## src/rtl/branch_predict_unit_pkg.sv

```systemverilog
// Shared constants for the branch predict unit: default widths, branch opcodes,
// 2-bit counter encodings and the saturating counter step.
package branch_predict_unit_pkg;

  localparam int PC_WIDTH_DEF  = 32;
  localparam int DWIDTH_DEF    = 32;
  localparam int IMM_WIDTH_DEF = 16;
  localparam int OPCODE_WIDTH  = 6;

  localparam logic [OPCODE_WIDTH-1:0] OP_BEQ = 6'b000100;
  localparam logic [OPCODE_WIDTH-1:0] OP_BNE = 6'b000101;

  typedef enum logic [1:0] {
    BPU_CTR_SNT = 2'b00,
    BPU_CTR_WNT = 2'b01,
    BPU_CTR_WT  = 2'b10,
    BPU_CTR_ST  = 2'b11
  } bpu_ctr_e;

  // Step a 2-bit counter toward the resolved outcome, clamped at both ends.
  function automatic logic [1:0] ctr_next(input logic [1:0] ctr, input logic taken);
    logic [1:0] nxt;
    if (taken) begin
      if (ctr == BPU_CTR_ST) nxt = ctr;
      else                   nxt = ctr + 2'b01;
    end else begin
      if (ctr == BPU_CTR_SNT) nxt = ctr;
      else                    nxt = ctr - 2'b01;
    end
    return nxt;
  endfunction

endpackage

```

## src/rtl/branch_predict_unit_btb.sv

```systemverilog
// bpu_btb: direct-mapped branch target buffer with a fetch read port, a decode
// read port (both combinational) and one synchronous write port.
module bpu_btb
  import branch_predict_unit_pkg::*;
#(
  parameter int PC_WIDTH = PC_WIDTH_DEF,
  parameter int DEPTH    = 16,
  parameter int IDX_W    = $clog2(DEPTH),
  parameter int TAG_W    = PC_WIDTH - IDX_W - 2
) (
  input  logic                clk,
  input  logic                rst,
  input  logic [IDX_W-1:0]    rd_idx,
  output logic                rd_valid,
  output logic [TAG_W-1:0]    rd_tag,
  output logic [PC_WIDTH-1:0] rd_target,
  output logic [1:0]          rd_ctr,
  input  logic [IDX_W-1:0]    upd_idx,
  output logic                upd_valid,
  output logic [TAG_W-1:0]    upd_tag,
  output logic [1:0]          upd_ctr,
  input  logic                wr_en,
  input  logic [IDX_W-1:0]    wr_idx,
  input  logic [TAG_W-1:0]    wr_tag,
  input  logic [1:0]          wr_ctr,
  input  logic                wr_target_en,
  input  logic [PC_WIDTH-1:0] wr_target
);

  logic                valid_r  [DEPTH];
  logic [TAG_W-1:0]    tag_r    [DEPTH];
  logic [PC_WIDTH-1:0] target_r [DEPTH];
  logic [1:0]          ctr_r    [DEPTH];

  // No write-to-read bypass: both read ports see the pre-edge contents.
  assign rd_valid  = valid_r[rd_idx];
  assign rd_tag    = tag_r[rd_idx];
  assign rd_target = target_r[rd_idx];
  assign rd_ctr    = ctr_r[rd_idx];

  assign upd_valid = valid_r[upd_idx];
  assign upd_tag   = tag_r[upd_idx];
  assign upd_ctr   = ctr_r[upd_idx];

  // Entry storage: reset clears every entry, otherwise a single-entry write.
  always_ff @(posedge clk) begin
    if (rst) begin
      for (int i = 0; i < DEPTH; i++) begin
        valid_r[i]  <= 1'b0;
        tag_r[i]    <= {TAG_W{1'b0}};
        target_r[i] <= {PC_WIDTH{1'b0}};
        ctr_r[i]    <= BPU_CTR_WNT;
      end
    end else if (wr_en) begin
      valid_r[wr_idx] <= 1'b1;
      tag_r[wr_idx]   <= wr_tag;
      ctr_r[wr_idx]   <= wr_ctr;
      if (wr_target_en) target_r[wr_idx] <= wr_target;
    end
  end

endmodule

```

## src/rtl/branch_predict_unit.sv

```systemverilog
// branch_predict_unit: BTB lookup for fetch, BEQ/BNE resolution in decode and the
// redirect/flush mux. Optional perf counters are built with BPU_PERF_EN.
module branch_predict_unit
  import branch_predict_unit_pkg::*;
#(
  parameter int PC_WIDTH  = PC_WIDTH_DEF,
  parameter int DWIDTH    = DWIDTH_DEF,
  parameter int IMM_WIDTH = IMM_WIDTH_DEF,
  parameter int DEPTH     = 16,
  parameter int IDX_W     = $clog2(DEPTH),
  parameter int TAG_W     = PC_WIDTH - IDX_W - 2
) (
  input  logic                    i_clk,
  input  logic                    i_rst,
  input  logic [PC_WIDTH-1:0]     i_if_pc,
  output logic                    o_pred_taken,
  output logic [PC_WIDTH-1:0]     o_pred_target,
  input  logic                    i_id_valid,
  input  logic                    i_stall,
  input  logic                    i_branch,
  input  logic [OPCODE_WIDTH-1:0] i_opcode,
  input  logic [PC_WIDTH-1:0]     i_id_pc,
  input  logic [IMM_WIDTH-1:0]    i_imm,
  input  logic [DWIDTH-1:0]       i_data_r1,
  input  logic [DWIDTH-1:0]       i_data_r2,
  input  logic                    i_id_pred_taken,
  input  logic [PC_WIDTH-1:0]     i_id_pred_target,
  input  logic                    i_es_change_pc,
  input  logic [PC_WIDTH-1:0]     i_es_pc,
  output logic                    o_change_pc,
  output logic [PC_WIDTH-1:0]     o_pc,
  output logic                    o_flush
`ifdef BPU_PERF_EN
  ,
  output logic [31:0]             o_br_count,
  output logic [31:0]             o_mispred_count
`endif
);

  logic [IDX_W-1:0]    if_idx_s;
  logic [TAG_W-1:0]    if_tag_s;
  logic [IDX_W-1:0]    id_idx_s;
  logic [TAG_W-1:0]    id_tag_s;
  logic                rd_valid_s;
  logic [TAG_W-1:0]    rd_tag_s;
  logic [PC_WIDTH-1:0] rd_target_s;
  logic [1:0]          rd_ctr_s;
  logic                upd_valid_s;
  logic [TAG_W-1:0]    upd_tag_s;
  logic [1:0]          upd_ctr_s;
  logic                if_hit_s;
  logic                upd_hit_s;
  logic [PC_WIDTH-1:0] imm_sext_s;
  logic [PC_WIDTH-1:0] fall_s;
  logic [PC_WIDTH-1:0] tgt_s;
  logic                taken_s;
  logic                mispred_s;
  logic                update_s;
  logic                wr_en_s;
  logic [1:0]          wr_ctr_s;
  logic [1:0]          pc_unused_s;

  // Fetch PCs are word aligned; the byte-offset bits carry no index or tag.
  assign pc_unused_s = i_if_pc[1:0];

  assign if_idx_s = i_if_pc[IDX_W+1:2];
  assign if_tag_s = i_if_pc[PC_WIDTH-1:IDX_W+2];
  assign id_idx_s = i_id_pc[IDX_W+1:2];
  assign id_tag_s = i_id_pc[PC_WIDTH-1:IDX_W+2];

  assign if_hit_s  = rd_valid_s && (rd_tag_s == if_tag_s);
  assign upd_hit_s = upd_valid_s && (upd_tag_s == id_tag_s);

  // Fetch-side prediction straight from the table contents.
  always_comb begin
    o_pred_taken  = 1'b0;
    o_pred_target = {PC_WIDTH{1'b0}};
    if (if_hit_s) begin
      o_pred_taken  = rd_ctr_s[1];
      o_pred_target = rd_target_s;
    end else begin
      o_pred_taken  = 1'b0;
      o_pred_target = {PC_WIDTH{1'b0}};
    end
  end

  assign imm_sext_s = {{(PC_WIDTH-IMM_WIDTH){i_imm[IMM_WIDTH-1]}}, i_imm};
  assign fall_s     = i_id_pc + {{(PC_WIDTH-3){1'b0}}, 3'b100};
  assign tgt_s      = fall_s + (imm_sext_s << 2);

  // Branch outcome; opcodes other than BEQ/BNE resolve not-taken.
  always_comb begin
    taken_s = 1'b0;
    case (i_opcode)
      OP_BEQ:  taken_s = (i_data_r1 == i_data_r2);
      OP_BNE:  taken_s = (i_data_r1 != i_data_r2);
      default: taken_s = 1'b0;
    endcase
  end

  assign mispred_s = i_id_valid && i_branch &&
                     ((taken_s != i_id_pred_taken) ||
                      (taken_s && (i_id_pred_target != tgt_s)));

  // Redirect mux: an execute-stage redirect outranks the decode resolution.
  always_comb begin
    o_change_pc = 1'b0;
    o_pc        = {PC_WIDTH{1'b0}};
    o_flush     = 1'b0;
    if (i_es_change_pc) begin
      o_change_pc = 1'b1;
      o_pc        = i_es_pc;
      o_flush     = 1'b1;
    end else if (mispred_s) begin
      o_change_pc = 1'b1;
      o_pc        = taken_s ? tgt_s : fall_s;
      o_flush     = 1'b1;
    end else begin
      o_change_pc = 1'b0;
      o_pc        = {PC_WIDTH{1'b0}};
      o_flush     = 1'b0;
    end
  end

  assign update_s = i_id_valid && i_branch && !i_stall && !i_es_change_pc;

  // Table write: train a hitting entry, allocate only on a taken miss.
  always_comb begin
    wr_en_s  = 1'b0;
    wr_ctr_s = BPU_CTR_WT;
    if (update_s && upd_hit_s) begin
      wr_en_s  = 1'b1;
      wr_ctr_s = ctr_next(upd_ctr_s, taken_s);
    end else if (update_s && taken_s) begin
      wr_en_s  = 1'b1;
      wr_ctr_s = BPU_CTR_WT;
    end else begin
      wr_en_s  = 1'b0;
      wr_ctr_s = BPU_CTR_WT;
    end
  end

  bpu_btb #(
    .PC_WIDTH (PC_WIDTH),
    .DEPTH    (DEPTH),
    .IDX_W    (IDX_W),
    .TAG_W    (TAG_W)
  ) u_btb (
    .clk          (i_clk),
    .rst          (i_rst),
    .rd_idx       (if_idx_s),
    .rd_valid     (rd_valid_s),
    .rd_tag       (rd_tag_s),
    .rd_target    (rd_target_s),
    .rd_ctr       (rd_ctr_s),
    .upd_idx      (id_idx_s),
    .upd_valid    (upd_valid_s),
    .upd_tag      (upd_tag_s),
    .upd_ctr      (upd_ctr_s),
    .wr_en        (wr_en_s),
    .wr_idx       (id_idx_s),
    .wr_tag       (id_tag_s),
    .wr_ctr       (wr_ctr_s),
    .wr_target_en (taken_s),
    .wr_target    (tgt_s)
  );

`ifdef BPU_PERF_EN
  logic [31:0] br_count_r;
  logic [31:0] mispred_count_r;

  // Perf counters share the table-update qualification and wrap naturally.
  always_ff @(posedge i_clk) begin
    if (i_rst) begin
      br_count_r      <= 32'd0;
      mispred_count_r <= 32'd0;
    end else if (update_s) begin
      br_count_r <= br_count_r + 32'd1;
      if (mispred_s) mispred_count_r <= mispred_count_r + 32'd1;
    end
  end

  assign o_br_count      = br_count_r;
  assign o_mispred_count = mispred_count_r;
`endif

endmodule

```

## config.mk

```make
export PLATFORM = sky130hd
export DESIGN_NAME = branch_predict_unit
export DESIGN_NICKNAME = d
export VERILOG_FILES = /design/src/rtl/branch_predict_unit_pkg.sv /design/src/rtl/branch_predict_unit_btb.sv /design/src/rtl/branch_predict_unit.sv
export SDC_FILE = /design/constraint.sdc
export NUM_CORES = 2
export LEC_CHECK = 0
export CAP_MARGIN = 20
export CORE_AREA = 8 8 381 383
export CTS_CLUSTER_SIZE = 10
export DETAILED_ROUTE_END_ITERATION = 12
export DIE_AREA = 0 0 389 391
export PLACE_DENSITY = 0.61
export SYNTH_ARGS = -nofsm -noshare
export SYNTH_HDL_FRONTEND = slang
export SYNTH_HIERARCHICAL = 1
export SYNTH_SLANG_ARGS = --single-unit
```

## constraint.sdc

```tcl
create_clock -name i_clk -period 18.9 [get_ports i_clk]
set_input_delay 3.78 -clock i_clk [delete_from_list [all_inputs] [get_ports i_clk]]
set_output_delay 3.78 -clock i_clk [all_outputs]
set_load 0.01 [all_outputs]
```

Yosys cells after proc, flatten, opt, wreduce, memory -nomap -nowiden
Memories as Yosys holds them, arrays and structs flattened.
Index checks and enable logic that the tools add are counted.
{"block": "word_totals", "ff_bits": 0, "mem_bits_rw": 976, "inputBits": 221, "out_inout_bits": 67, "n_memories": 4}
{"memory": "u_btb.target_r", "words": 16, "word_bits": 32, "rd": 1, "rd_ports_with_merged_regs": 0, "write_ports": 16, "line": "branch_predict_unit_btb.sv:32", "text": "logic [PC_WIDTH-1:0] target_r [DEPTH];"}
{"memory": "u_btb.tag_r", "words": 16, "word_bits": 26, "rd": 2, "rd_ports_with_merged_regs": 0, "write_ports": 16, "line": "branch_predict_unit_btb.sv:31", "text": "logic [TAG_W-1:0] tag_r [DEPTH];"}
{"memory": "u_btb.ctr_r", "words": 16, "word_bits": 2, "rd": 2, "rd_ports_with_merged_regs": 0, "write_ports": 16, "line": "branch_predict_unit_btb.sv:33", "text": "logic [1:0] ctr_r [DEPTH];"}
{"memory": "u_btb.valid_r", "words": 16, "word_bits": 1, "rd": 2, "rd_ports_with_merged_regs": 0, "write_ports": 16, "line": "branch_predict_unit_btb.sv:30", "text": "logic valid_r [DEPTH];"}
{"block": "classes", "add_sub_neg": 4, "n_eq_ne": 9, "muxes": 35, "reduce_logical": 17}
{"operator": "2-to-1 mux 32 bit", "n": 5}
{"operator": "inequality test 32 bit", "n": 2}
{"operator": "== test 26 bit", "n": 2}
{"operator": "adder 32 x 3 -> 32 bit (second input constant)", "n": 1}
{"operator": "adder 32 bit", "n": 1}
{"operator": "== test 32 bit", "n": 1}
{"operator": "OR reduction 32 bit", "n": 1}
{"operator": "2-to-1 mux 26 bit", "n": 1}
{"operator": "OR reduction 26 bit", "n": 1}
{"operator": "2-to-1 mux 1 bit", "n": 19}
{"operator": "2-to-1 mux 4 bit", "n": 4}
{"operator": "== test 6 x 3 -> 1 bit (second input constant)", "n": 2}
{"operator": "2-to-1 mux 2 bit", "n": 5}
{"operator": "logical AND 1 bit", "n": 9}
{"operator": "adder 2 x 1 -> 2 bit (second input constant)", "n": 1}
{"operator": "== test 2 bit (second input constant)", "n": 1}
{"operator": "zero test 1 bit", "n": 2}
{"operator": "zero test 2 bit", "n": 1}
{"operator": "case mux 1 bit (2 select lines)", "n": 1}
{"operator": "OR reduction 2 bit", "n": 1}
{"operator": "subtractor 2 x 1 -> 2 bit (second input constant)", "n": 1}
{"operator": "logical OR 1 bit", "n": 1}
{"operator": "inequality test 1 bit", "n": 1}
{"operator": "OR reduction 1 bit", "n": 1}

Depth between registers and ports, before layout
{"block": "logic_depth", "word_depth": 11, "depth_mapped": 22, "ltp_nobuf": 17}

By module
The synthesis kept the hierarchy.
{"module": "bpu_btb", "instances": 1, "cells_each": 3031, "area_per_inst_um2": 45882.8}
{"module": "branch_predict_unit", "instances": 1, "cells_each": 785, "area_per_inst_um2": 5255.0}

Worst setup path after synthesis
Ideal clock, no wire load.
{"block": "synth_timing", "path_type": "input to output", "from": "input port i_id_pc[12]", "to": "output port o_flush", "arrival_ns": 7.830, "setup_slack_ns": 7.290, "path_stages": 19, "path_cell_list": "clkbuf_1 -> nand4_1 -> nor4_2 -> nand4_1 -> xnor2_1 -> ha_1 -> clkbuf_1 -> a31oi_1 -> o211ai_1 -> o31ai_1 -> mux2_2 -> or3_1 -> nand3b_1 -> nor4_1 -> and4b_1 -> buf_6 -> buf_6 -> o21bai_1 -> buf_4"}
{"block": "synth_between", "elab_chain_cells": 8}
{"element": "start: declaration", "line": "branch_predict_unit.sv:22", "text": "input logic [PC_WIDTH-1:0] i_id_pc,"}
{"element": "adder 32 x 3 -> 32 bit", "line": "branch_predict_unit.sv:88", "text": "assign fall_s = i_id_pc + {{(PC_WIDTH-3){1'b0}}, 3'b100};"}
{"element": "adder 32 bit", "line": "branch_predict_unit.sv:89", "text": "assign tgt_s = fall_s + (imm_sext_s << 2);"}
{"element": "inequality test 32 bit", "line": "branch_predict_unit.sv:103", "text": "(taken_s && (i_id_pred_target != tgt_s)));"}
{"element": "logical AND 1 bit", "line": "branch_predict_unit.sv:103"}
{"element": "logical OR 1 bit", "line": "branch_predict_unit.sv:102", "text": "((taken_s != i_id_pred_taken) ||"}
{"element": "logical AND 1 bit", "line": "branch_predict_unit.sv:101", "text": "assign mispred_s = i_id_valid && i_branch &&"}
{"element": "2-to-1 mux 1 bit (2 in series)"}
{"element": "end: declaration", "line": "branch_predict_unit.sv:32", "text": "output logic o_flush"}
No other way between the ends.

Worst setup path in the final report
{"block": "layout_timing", "from": "input port i_id_pc[17]", "to": "output port o_flush"}
{"block": "layout_between", "elab_chain_cells": 8}
{"element": "adder 32 x 3 -> 32 bit", "line": "branch_predict_unit.sv:88"}
{"element": "adder 32 bit", "line": "branch_predict_unit.sv:89"}
{"element": "named net tgt_s[26]", "line": "branch_predict_unit.sv:55", "text": "logic [PC_WIDTH-1:0] tgt_s;"}
{"element": "inequality test 32 bit", "line": "branch_predict_unit.sv:103"}
{"element": "logical AND 1 bit", "line": "branch_predict_unit.sv:103"}
{"element": "logical OR 1 bit", "line": "branch_predict_unit.sv:102"}
{"element": "logical AND 1 bit", "line": "branch_predict_unit.sv:101"}
{"element": "2-to-1 mux 1 bit", "line": "branch_predict_unit.sv:114", "text": "end else if (mispred_s) begin"}
{"element": "2-to-1 mux 1 bit", "line": "branch_predict_unit.sv:110", "text": "if (i_es_change_pc) begin"}
The timed path passes the listed nets, and every way through them passes these cells.

==> out/results.md <==
* 0.06 ns — clock-pin transition on the worst setup and hold timing paths
* 976 — TritonCTS sink count
* 139,000 sq um — Core Footprint
* 4,067 — syn_nets
* 58,800 sq um — post-route standard cell area excluding fillers
* 0.0705 mV — Worst VDD drop
* 87.0 nW/um^2 — power density cells
* 55,500 sq um — DP Area
* 0 — # resized after CTS
* 5,641 — total instance count after detailed placement
* 0 — CTS hold repair buffers
* 0 — number of setup buffers added after CTS
* 0 — final setup violation count
* 0.74 ns — later-pin clock latency in the skew report
* 285 — port bufs
* 4,207 — Final nets
* 4,172 — DRT iter0 DRCs
* 0 — remaining antenna violation count
* 13.4 sq um — Post-Syn Area per Cell
* 17.6% — share of post-route cells with drive strength above 1
* 36.8% — Starting Density
* 6 — detailed-router iteration count before antenna repair
* 0.896 — gpl congestion
* 23.0% — worst max-slew margin expressed relative to the limit
* 0 ns — setup tns final
* 137 — number of standard-cell rows in the floorplan
* 0 — final-report hold violation count
* 111 — Num CTS Buffers
* 51,000 sq um — mapped cell area
* 14.42 ns — post-layout min period
* 238,000 um — wire length of the first global-routing pass
* 16 — antenna violations before repair
* 0.0491 ns — worst setup skew after layout
* 2 — Hold Path Depth
* 69.4 MHz — achievable clock frequency
* 3 — number of buffers on the longest clock path
* 21.2% — overall global routing resource usage
* 76.3% — share of the clock period used by the worst path
* 0 — max-slew violation count
* yes — CTS tree
* 12,600 — number of inserted filler cells in the final layout
* finished clean — result of the run
* 28.7 um — post-DR wirelength/cell
* 288 — io pins
* 42.3% — end-of-flow core utilization
* 88 — largest net degree at the start of global routing
* 6 — Synth Warn #
* 0.0201 uW — leakage power
* primary output — endpoint type of the worst setup path
* flop to flop — worst min-delay path category
* 34,100 — number of global-route vias before repair
* 96,700 um — total half-perimeter wirelength after legalization and detailed placement
* 5,806 — final cell count without fillers
* false — setup repair after global routing missed its margin
* 15.12 ns — Worst EP required
* 0 — aggregate global routing overflow
* 389 um — Die Span X
* 391 um — height of the chip
* 167,000 um — wire length after detailed routing
* 3 — CTS H-tree depth
* input port to primary output — Crit Path Category
* 33 — Crit Path Max Fanout
* 152,000 sq um — total die area
* 34,100 — vias after detailed routing
* 15.1% — signed area change from the synthesized netlist to the final layout
* 0 — DRC violations left
* 5.88 — via-per-instance ratio
* input port — kind of start point of the critical path
* 10.64 ns — Worst Path Arrival
* 0 — maxcap violations
* 14 — FF-to-FF path depth
* 3,809 — number of cells produced by synthesis
* 1.15 ns — slew at the pin closest to its max-slew limit
* clkbuf_16 — clock root buffer
[metrics by stage]
step	worst slack, ns	power (uW)	hold WS [ns]
after detailed placement	4.46	3210	0.458
after floorplan	7.29	2930	0.437
after global placement	4.51	3200	0.449
final	4.48	5110	0.467
after CTS	4.46	5140	0.467
after global routing	3.99	5260	0.479
[critical path: stages]
cell,delay (ns)
clkdlybuf4s50_1,0.89
nand4_1,0.18
nor4_2,0.59
nand4_1,0.19
xnor2_1,0.22
ha_1,0.54
nand4_1,0.15
nor4_1,0.42
o211ai_1,0.23
o211ai_1,0.20
xor2_1,0.33
xor2_1,0.16
or2_2,0.32
nor4_1,0.60
and4b_2,1.07
o21bai_1,0.22
clkdlybuf4s50_1,0.53
[flip-flops by register name, summed over array words and instances (netlist names)]
signal and count:
u_btb/ctr_r 32, u_btb/target_r 512, u_btb/valid_r 16, u_btb/tag_r 416
[worst paths after layout]
| path | startpoint | end | slack, ns |
|---|---|---|---|
| setup / recovery | i_id_pc[17] | o_flush | 4.48 |
| hold / removal | u_btb/valid_r[5] | u_btb/valid_r[5] | 0.47 |
| setup reg to reg | u_btb/tag_r[2][12] | u_btb/tag_r[3][7] | 12.26 |
| hold reg to reg | u_btb/valid_r[5] | u_btb/valid_r[5] | 0.47 |
[routing by layer]
layer  track usage (%)  wire, um  part of all wire, %  up-vias
met5                 0        52                0.031        -
met4              7.57      5870                  3.5        8
met3              4.06     14400                  8.6      294
met2              34.9     79200                   48     1741
met1              28.0     67100                   40    17400
li1                  -         -                    -    14700
[placed cells by master, fill, tap and decap left out, drive strengths merged, types with 16 or more instances in the layout]
master,instances
o31ai,31
clkdlybuf4s50,281
a21o,19
xor2,71
xnor2,93
mux4,356
nor4,19
a22oi,178
nor2,589
a21oi,64
inv,40
buf,109
nor3,17
and2,146
nand3,25
and3,329
edfxtp,960
o21ai,43
nand4,36
nand2,242
dfxtp,16
nand2b,25
ha,36
clkbuf,143
[report_power, final]
| part | total (uW) | internal, uW | switching [uW] |
|---|---|---|---|
| logic | 653 | 271 | 382 |
| registers | 2510 | 2480 | 36.3 |
| clock network | 1940 | 1100 | 847 |
[cell type report]
cell class | instances | area (sq um) | area share [%]
sequential | 976 | 29100 | 49.6
multi-input combinational | 2433 | 20300 | 34.6
timing repair buffer | 390 | 3690 | 6.29
clock buffer | 143 | 2950 | 5.02
tap | 1807 | 2260 | 3.85
clock inverter | 13 | 228 | 0.388
inverter | 37 | 139 | 0.236
antenna | 7 | 17.5 | 0.0298
Power figures use the tool's default switching activity.
